File: src/rtl/sobel_sdram_pkg.sv
// Shared types and default sizing for the Sobel SDRAM write path.
package sobel_sdram_pkg;

  typedef enum logic [2:0] {
    IDLE,
    FILL,
    REQ,
    BURST,
    LAST
  } state_t;

  localparam int unsigned DEF_FRAME_WORDS = 153600;
  localparam int unsigned DEF_BURST_LEN   = 256;

endpackage

File: src/rtl/sdp_ram.sv
// Simple dual-port RAM, single clock, registered read port.
// The read register only updates on a read, so it holds between reads.
module sdp_ram #(
  parameter int unsigned WD    = 16,
  parameter int unsigned DEPTH = 256,
  parameter int unsigned AW    = 8
) (
  input  logic          clk,
  input  logic          rst,
  input  logic          we,
  input  logic [AW-1:0] waddr,
  input  logic [WD-1:0] wdata,
  input  logic          re,
  input  logic [AW-1:0] raddr,
  output logic [WD-1:0] rdata
);

  logic [WD-1:0] mem [DEPTH];

  // Write port: storage has no reset.
  always_ff @(posedge clk) begin
    if (we) mem[waddr] <= wdata;
  end

  // Read port: registered data, cleared on reset, held when idle.
  always_ff @(posedge clk) begin
    if (rst)     rdata <= '0;
    else if (re) rdata <= mem[raddr];
  end

endmodule

File: src/rtl/sobel_sdram_writer.sv
// Drains the Sobel byte FIFO, packs pixel pairs into SDRAM words, stages one
// burst locally and writes it to SDRAM at incrementing frame addresses.
module sobel_sdram_writer
  import sobel_sdram_pkg::*;
#(
  parameter int unsigned DATA_WD     = 8,
  parameter int unsigned WORD_WD     = 16,
  parameter int unsigned BURST_LEN   = DEF_BURST_LEN,
  parameter int unsigned FRAME_WORDS = DEF_FRAME_WORDS,
  parameter int unsigned ADDR_WD     = 22,
  parameter int unsigned BASE_ADDR   = 0,
  parameter int unsigned CNT_WD      = 12
) (
  input  logic               clk_i,
  input  logic               rst_i,
  input  logic               en_i,
  input  logic [CNT_WD-1:0]  fifo_cnt_i,
  input  logic [DATA_WD-1:0] fifo_data_i,
  output logic               fifo_rd_o,
  output logic               wr_req_o,
  output logic [ADDR_WD-1:0] wr_addr_o,
  input  logic               wr_ack_i,
  input  logic               wr_data_req_i,
  output logic [WORD_WD-1:0] wr_data_o,
  output logic               busy_o,
  output logic               frame_done_o
);

  localparam int unsigned PTR_WD  = $clog2(BURST_LEN);
  localparam int unsigned BEAT_WD = PTR_WD + 1;
  localparam int unsigned FC_WD   = $clog2(2 * BURST_LEN + 2);

  localparam logic [FC_WD-1:0]   RD_LAST     = FC_WD'(2 * BURST_LEN - 1);
  localparam logic [FC_WD-1:0]   FILL_END    = FC_WD'(2 * BURST_LEN + 1);
  localparam logic [CNT_WD:0]    FILL_THRESH = (CNT_WD + 1)'(2 * BURST_LEN);
  localparam logic [PTR_WD-1:0]  PTR_LAST    = PTR_WD'(BURST_LEN - 1);
  localparam logic [ADDR_WD-1:0] STEP        = ADDR_WD'(BURST_LEN);
  localparam logic [ADDR_WD-1:0] FRAME_END   = ADDR_WD'(FRAME_WORDS);
  localparam logic [ADDR_WD-1:0] BASE        = ADDR_WD'(BASE_ADDR);

  state_t              state;
  logic [FC_WD-1:0]    fill_cnt;
  logic [ADDR_WD-1:0]  offset;
  logic [ADDR_WD-1:0]  next_offset;
  logic [PTR_WD-1:0]   rd_ptr;

  logic                rd_q;
  logic [BEAT_WD-1:0]  beat;
  logic [DATA_WD-1:0]  lo_q;

  logic                ram_we;
  logic [PTR_WD-1:0]   ram_waddr;
  logic [WORD_WD-1:0]  ram_wdata;
  logic                ram_re;

  assign next_offset = offset + STEP;

  // Odd beats complete a word: current byte is high, held even byte is low.
  always_comb begin
    ram_we    = rd_q & beat[0];
    ram_waddr = beat[BEAT_WD-1:1];
    ram_wdata = {fifo_data_i, lo_q};
    ram_re    = (state == BURST) & wr_data_req_i;
  end

  // Capture side: FIFO data lags fifo_rd_o by one cycle, tracked by rd_q.
  always_ff @(posedge clk_i) begin
    if (rst_i) begin
      rd_q <= 1'b0;
      beat <= '0;
    end else begin
      rd_q <= fifo_rd_o;
      if (state == IDLE) beat <= '0;
      else if (rd_q)     beat <= beat + 1'b1;
    end
    if (rd_q && !beat[0]) lo_q <= fifo_data_i;
  end

  // Main control FSM with registered outputs.
  // FILL runs one cycle past the last capture so the request rises
  // 2*BURST_LEN+2 cycles after leaving IDLE.
  always_ff @(posedge clk_i) begin
    if (rst_i) begin
      state        <= IDLE;
      fill_cnt     <= '0;
      offset       <= '0;
      rd_ptr       <= '0;
      fifo_rd_o    <= 1'b0;
      wr_req_o     <= 1'b0;
      wr_addr_o    <= '0;
      busy_o       <= 1'b0;
      frame_done_o <= 1'b0;
    end else begin
      frame_done_o <= 1'b0;
      case (state)
        IDLE: begin
          if (en_i && ({1'b0, fifo_cnt_i} >= FILL_THRESH)) begin
            state     <= FILL;
            busy_o    <= 1'b1;
            fifo_rd_o <= 1'b1;
            fill_cnt  <= '0;
          end
        end
        FILL: begin
          fill_cnt  <= fill_cnt + 1'b1;
          fifo_rd_o <= (fill_cnt < RD_LAST);
          if (fill_cnt == FILL_END) begin
            state     <= REQ;
            wr_req_o  <= 1'b1;
            wr_addr_o <= BASE + offset;
          end
        end
        REQ: begin
          if (wr_ack_i) begin
            state    <= BURST;
            wr_req_o <= 1'b0;
            rd_ptr   <= '0;
          end
        end
        BURST: begin
          if (wr_data_req_i) begin
            rd_ptr <= rd_ptr + 1'b1;
            if (rd_ptr == PTR_LAST) state <= LAST;
          end
        end
        LAST: begin
          state  <= IDLE;
          busy_o <= 1'b0;
          if (next_offset == FRAME_END) begin
            offset       <= '0;
            frame_done_o <= 1'b1;
          end else begin
            offset <= next_offset;
          end
        end
        default: begin
          state  <= IDLE;
          busy_o <= 1'b0;
        end
      endcase
    end
  end

  sdp_ram #(
    .WD    (WORD_WD),
    .DEPTH (BURST_LEN),
    .AW    (PTR_WD)
  ) u_stage (
    .clk   (clk_i),
    .rst   (rst_i),
    .we    (ram_we),
    .waddr (ram_waddr),
    .wdata (ram_wdata),
    .re    (ram_re),
    .raddr (rd_ptr),
    .rdata (wr_data_o)
  );

endmodule

File: config.mk
export PLATFORM = sky130hd
export DESIGN_NAME = sobel_sdram_writer
export DESIGN_NICKNAME = d
export VERILOG_FILES = /design/src/rtl/sobel_sdram_pkg.sv /design/src/rtl/sdp_ram.sv /design/src/rtl/sobel_sdram_writer.sv
export SDC_FILE = /design/constraint.sdc
export NUM_CORES = 2
export LEC_CHECK = 0
export CAP_MARGIN = 20
export CORE_UTILIZATION = 49
export DETAILED_ROUTE_END_ITERATION = 8
export PLACE_DENSITY_LB_ADDON = 0.2
export SLEW_MARGIN = 15
export SYNTH_ARGS = -nofsm -noshare
export SYNTH_HDL_FRONTEND = slang
export SYNTH_SLANG_ARGS = --single-unit
File: constraint.sdc
create_clock -name clk_i -period 4.8 [get_ports clk_i]
set_input_delay 0.96 -clock clk_i [delete_from_list [all_inputs] [get_ports clk_i]]
set_output_delay 0.96 -clock clk_i [all_outputs]
set_load 0.03 [all_outputs]
==> results.md <==
* P per Cell Area at between 400 and 500 nW/um^2
* Share of the cycle needed by the critical path after routing at 0.866
* Cell class contributing the biggest share of worst-path delay: multiplexers
* Outcome: completed
* HP Class: flop to flop
* Final worst setup slack at around 640 ps
* Switching share of total power at 0.209
* Total Negative Setup Slacks at 0 ps
* Total vias in the final route at 81300
* Die extent in y at roughly 580 um
* Total of warnings raised by yosys at 0
* Postcts setup bufs at 0
* Number of standard cells after synthesis at approximately 7600
* HPWL after detailed placement at roughly 260000 um
* Maximum operating frequency at 241 MHz
* Initial DRT Pass Iterations at 6
* Detail Route Antenna Nets at 0
* Clk Tree Root Cell: clkbuf_16
* Post-synthesis share of cell area spent on full adders, half adders and majority gates at 0.000461
* Power consumption at 76.4 mW
* Wire length of the first global-routing pass at 606000 um
* Share of power burned in registers at 0.527
* Startpoint of the lowest-slack register-to-register path: rd_ptr[0]$_SDFFE_PP0P_
* Total net switching power at approximately 16 mW
* Drt first-iter violations at between 10000 and 15000
* Total standard cell area after synthesis at around 160000 sq um
* CTS H-Tree Depth at 5
* Dominant combinational cell family by area after synthesis: multiplexers
* Floorplan die area at approximately 330000 sq um
* Final Hold Fails at 0
* Arrival time at the worst endpoint at 4970 ps
* Post-CTS sizing at 0
* Relative max-transition margin at 0.175
* Crit start category: flop
* Detail-routed net length per standard cell at around 34 um
* Static leakage at roughly 56 nW
* Endpoint required time on the critical path at 5610 ps
* Share of flip-flops with an asynchronous set or reset after synthesis at 0
* Pin count of the biggest net entering global routing at between 150 and 200
* Worst-case reg-to-reg path depth at 9
* Clock-pin slew on the worst setup and hold paths at ~70 ps
* Number of fill cells at around 24000
* Final Slew Violations at 0
* IO Port Bufs at a little under 50
* Peak per-stage delay on the critical path at ~970 ps
* Comb pwr share at 0.049
* Worst setup path endpoint: u_stage.rdata[5]$_SDFFE_PP0P_
* Core utilization of the finished layout at 0.558
* Routed wire length at 429000 um
* Simple-gate share of the synthesized area at 0.0267
* Multiplexer share of the synthesized area at 0.157
* Buffer depth of the longest clock path at 4
* Compound-Gate Fraction of Synth Area at 0.0269
* Routability-driven placement congestion ratio at 0.885
* Number of distinct library cells after synthesis at 80
* Number of flops mapped to enable cells by yosys at approximately 4100
* Clock Skews at around 63 ps
* Clock insertion delay at the later pin of the skew report at between 900 and 1000 ps
* Number of global-route vias before repair at 79800
* Worst path buffer plus inverter count at 3
* Fraction of the yosys area taken by sequential cells at 0.767
* Minimum hold slack at 460 ps
* Cell internal power dissipation at 60.5 mW
* Peak supply drop at 0.317 mV
* P&R area growth vs syn at 13.2%
* Horizontal extent of the die at ~580 um
* Place WS at around 600 ps
* Critical path capture point type: flop
* CP max-delay cell: dfxtp_4
* Reg-to-reg setup timing slack at 640 ps
* Most frequent standard cell in the layout excluding fill and tap cells: edfxtp_1
* Antenna violations before repair at 35
* Clock network power share at 0.424
* Fin nets at a little over 8000
* Max capacitance violation total at 0
* Series of cell instances along the critical path: buf_12, buf_12, mux4_2, mux4_2, nor2_1, a2111oi_2, clkbuf_4, nor3_1, a31oi_1
* Post-Synth XOR/XNOR Area at 0.00135
* CTS tree: yes
* Worst r2r dst: u_stage.rdata[5]$_SDFFE_PP0P_
* Detail-routed via count per cell at approximately 6.3
* Flip-flop cell with the highest count after synthesis: edfxtp_1
* Post-synthesis area per instance at 21.5 sq um
* WP depth at 9
* Class of the most critical setup path: flop to flop
* Std-Cell Core Area at ~330000 sq um
* Total number of placement rows at about 210
* CP startpoint: rd_ptr[0]$_SDFFE_PP0P_
* All-Layer GR Usage at 0.256
* Total I/O pin count at 67
* RSZ-0062 raised after global routing: false
* Largest driver fanout on the critical path at 36
* DRC viols at 0
* Fraction of final layout cells sized beyond drive strength 1 at 0.257
* Total CTS buffers at 418
* Leading cell types in the layout, fill and taps excluded: edfxtp_1, mux4_2, buf_4, clkbuf_16, mux2i_1
* Setup violators final at 0
* Number of storage elements in the synthesis netlist at approximately 4200
* Total clock sinks at about 4200
* Post-cts hold buffer count at 0
* Final critical delay including setup and external delays at around 4200 ps
* Leftover overflow at the end of global routing at 0
* Worst-margin pin slew at around 1200 ps
* Initial standard-cell utilization of the core at 0.493
## worst register-to-register path: stages (launching register included)
cell and delay [ps]:
dfxtp_4 970, buf_12 340, buf_12 320, mux4_2 600, mux4_2 470, nor2_1 200, a2111oi_2 80, clkbuf_4 220
nor3_1 670, a31oi_1 150
## synth_stat cells (14+ instances only)
library cell / number / area (sq um)
nand2_1: 211 / 792
mux4_1: 117 / 3070
a221oi_1: 31 / 272
nor2b_1: 30 / 188
clkbuf_1: 152 / 571
nand4_1: 33 / 206
a21oi_1: 124 / 621
nor2_1: 362 / 1360
nor3_1: 60 / 300
and3_1: 31 / 194
nand3_1: 112 / 561
dfxtp_1: 79 / 1580
o21ai_0: 87 / 435
buf_4: 61 / 458
nor4_1: 15 / 93.8
buf_2: 91 / 455
a211oi_1: 31 / 233
mux4_2: 847 / 19100
buf_6: 75 / 845
o22ai_1: 77 / 482
nand2b_1: 17 / 106
mux2i_1: 307 / 3070
a2111oi_0: 28 / 245
a22oi_1: 91 / 683
and2_1: 26 / 163
mux2_2: 30 / 338
a31oi_1: 32 / 200
xor2_1: 14 / 123
edfxtp_1: 4104 / 123000
o221ai_1: 54 / 473
a22o_1: 17 / 149
buf_1: 26 / 97.6
or3_1: 16 / 100
buf_8: 35 / 526
## metal layers
layer | GRT usage | up-vias | routed length [um]
met1 | 0.368 | 43600 | 172000
met3 | 0.0493 | 610 | 40700
met5 | 0 | - | 52
li1 | - | 33000 | -
met4 | 0.0695 | 8 | 12600
met2 | 0.404 | 4127 | 203000
## power groups by stage
stage	Combinational [mW]	Clock [mW]	Sequential (mW)
4_1_cts	3.78	32.9	40.3
3_3_place_gp	3.68	0	41.1
5_1_grt	3.96	34.2	40.3
3_5_place_dp	3.77	0	41.1
6_report	3.72	32.4	40.3
2_1_floorplan	2.53	0	41.2
## flip-flops by register name (all words and copies together), names as in the netlist, 3 cells and up
signal and flops:
beat 9, state 3, lo_q 8, u_stage.mem 4096, u_stage.rdata 16, wr_addr_o 14, offset 14, rd_ptr 8
fill_cnt 10
## cells by family after synthesis
kind of cell    after synthesis
fa+ha+maj                     6
other cells                   1
xor+xnor                     25
compound gates              636
simple gates                948
mux                        1301
buf+inv                     471
flops                      4183
## through the flow
step	area [sq um]	cells
global placement	170000	12000
floorplan	163000	7578
global route	184000	12800
detailed placement	170000	12000
finish	184000	12800
CTS	184000	12800
## area by class of cell
cell class	instances	area, sq um	share of cell area
diodes	4	10.0	0.0000544
flip-flops and latches	4183	125000	0.678
clock buffers	511	11000	0.0595
well taps	4366	5460	0.0297
clock inverters	260	2610	0.0142
repair buffers	554	5120	0.0278
multi-input cells	2924	35100	0.191
inverters	6	37.5	0.000204
## how the worst min path moves through the flow
stage,startpoint,to,slack [ps],cells after the start
floorplan,fill_cnt[5]$_SDFFE_PP0P_,fill_cnt[5]$_SDFFE_PP0P_,470,1
CTS,fifo_data_i[4],u_stage.mem[150][12]$_DFFE_PP_,440,1
global placement,wr_req_o$_SDFFE_PP0P_,wr_req_o$_SDFFE_PP0P_,450,2
global route,wr_req_o$_SDFFE_PP0P_,wr_req_o$_SDFFE_PP0P_,470,2
finish,wr_req_o$_SDFFE_PP0P_,wr_req_o$_SDFFE_PP0P_,460,2
detailed placement,wr_req_o$_SDFFE_PP0P_,wr_req_o$_SDFFE_PP0P_,460,2
Power figures use the tool's default switching activity.
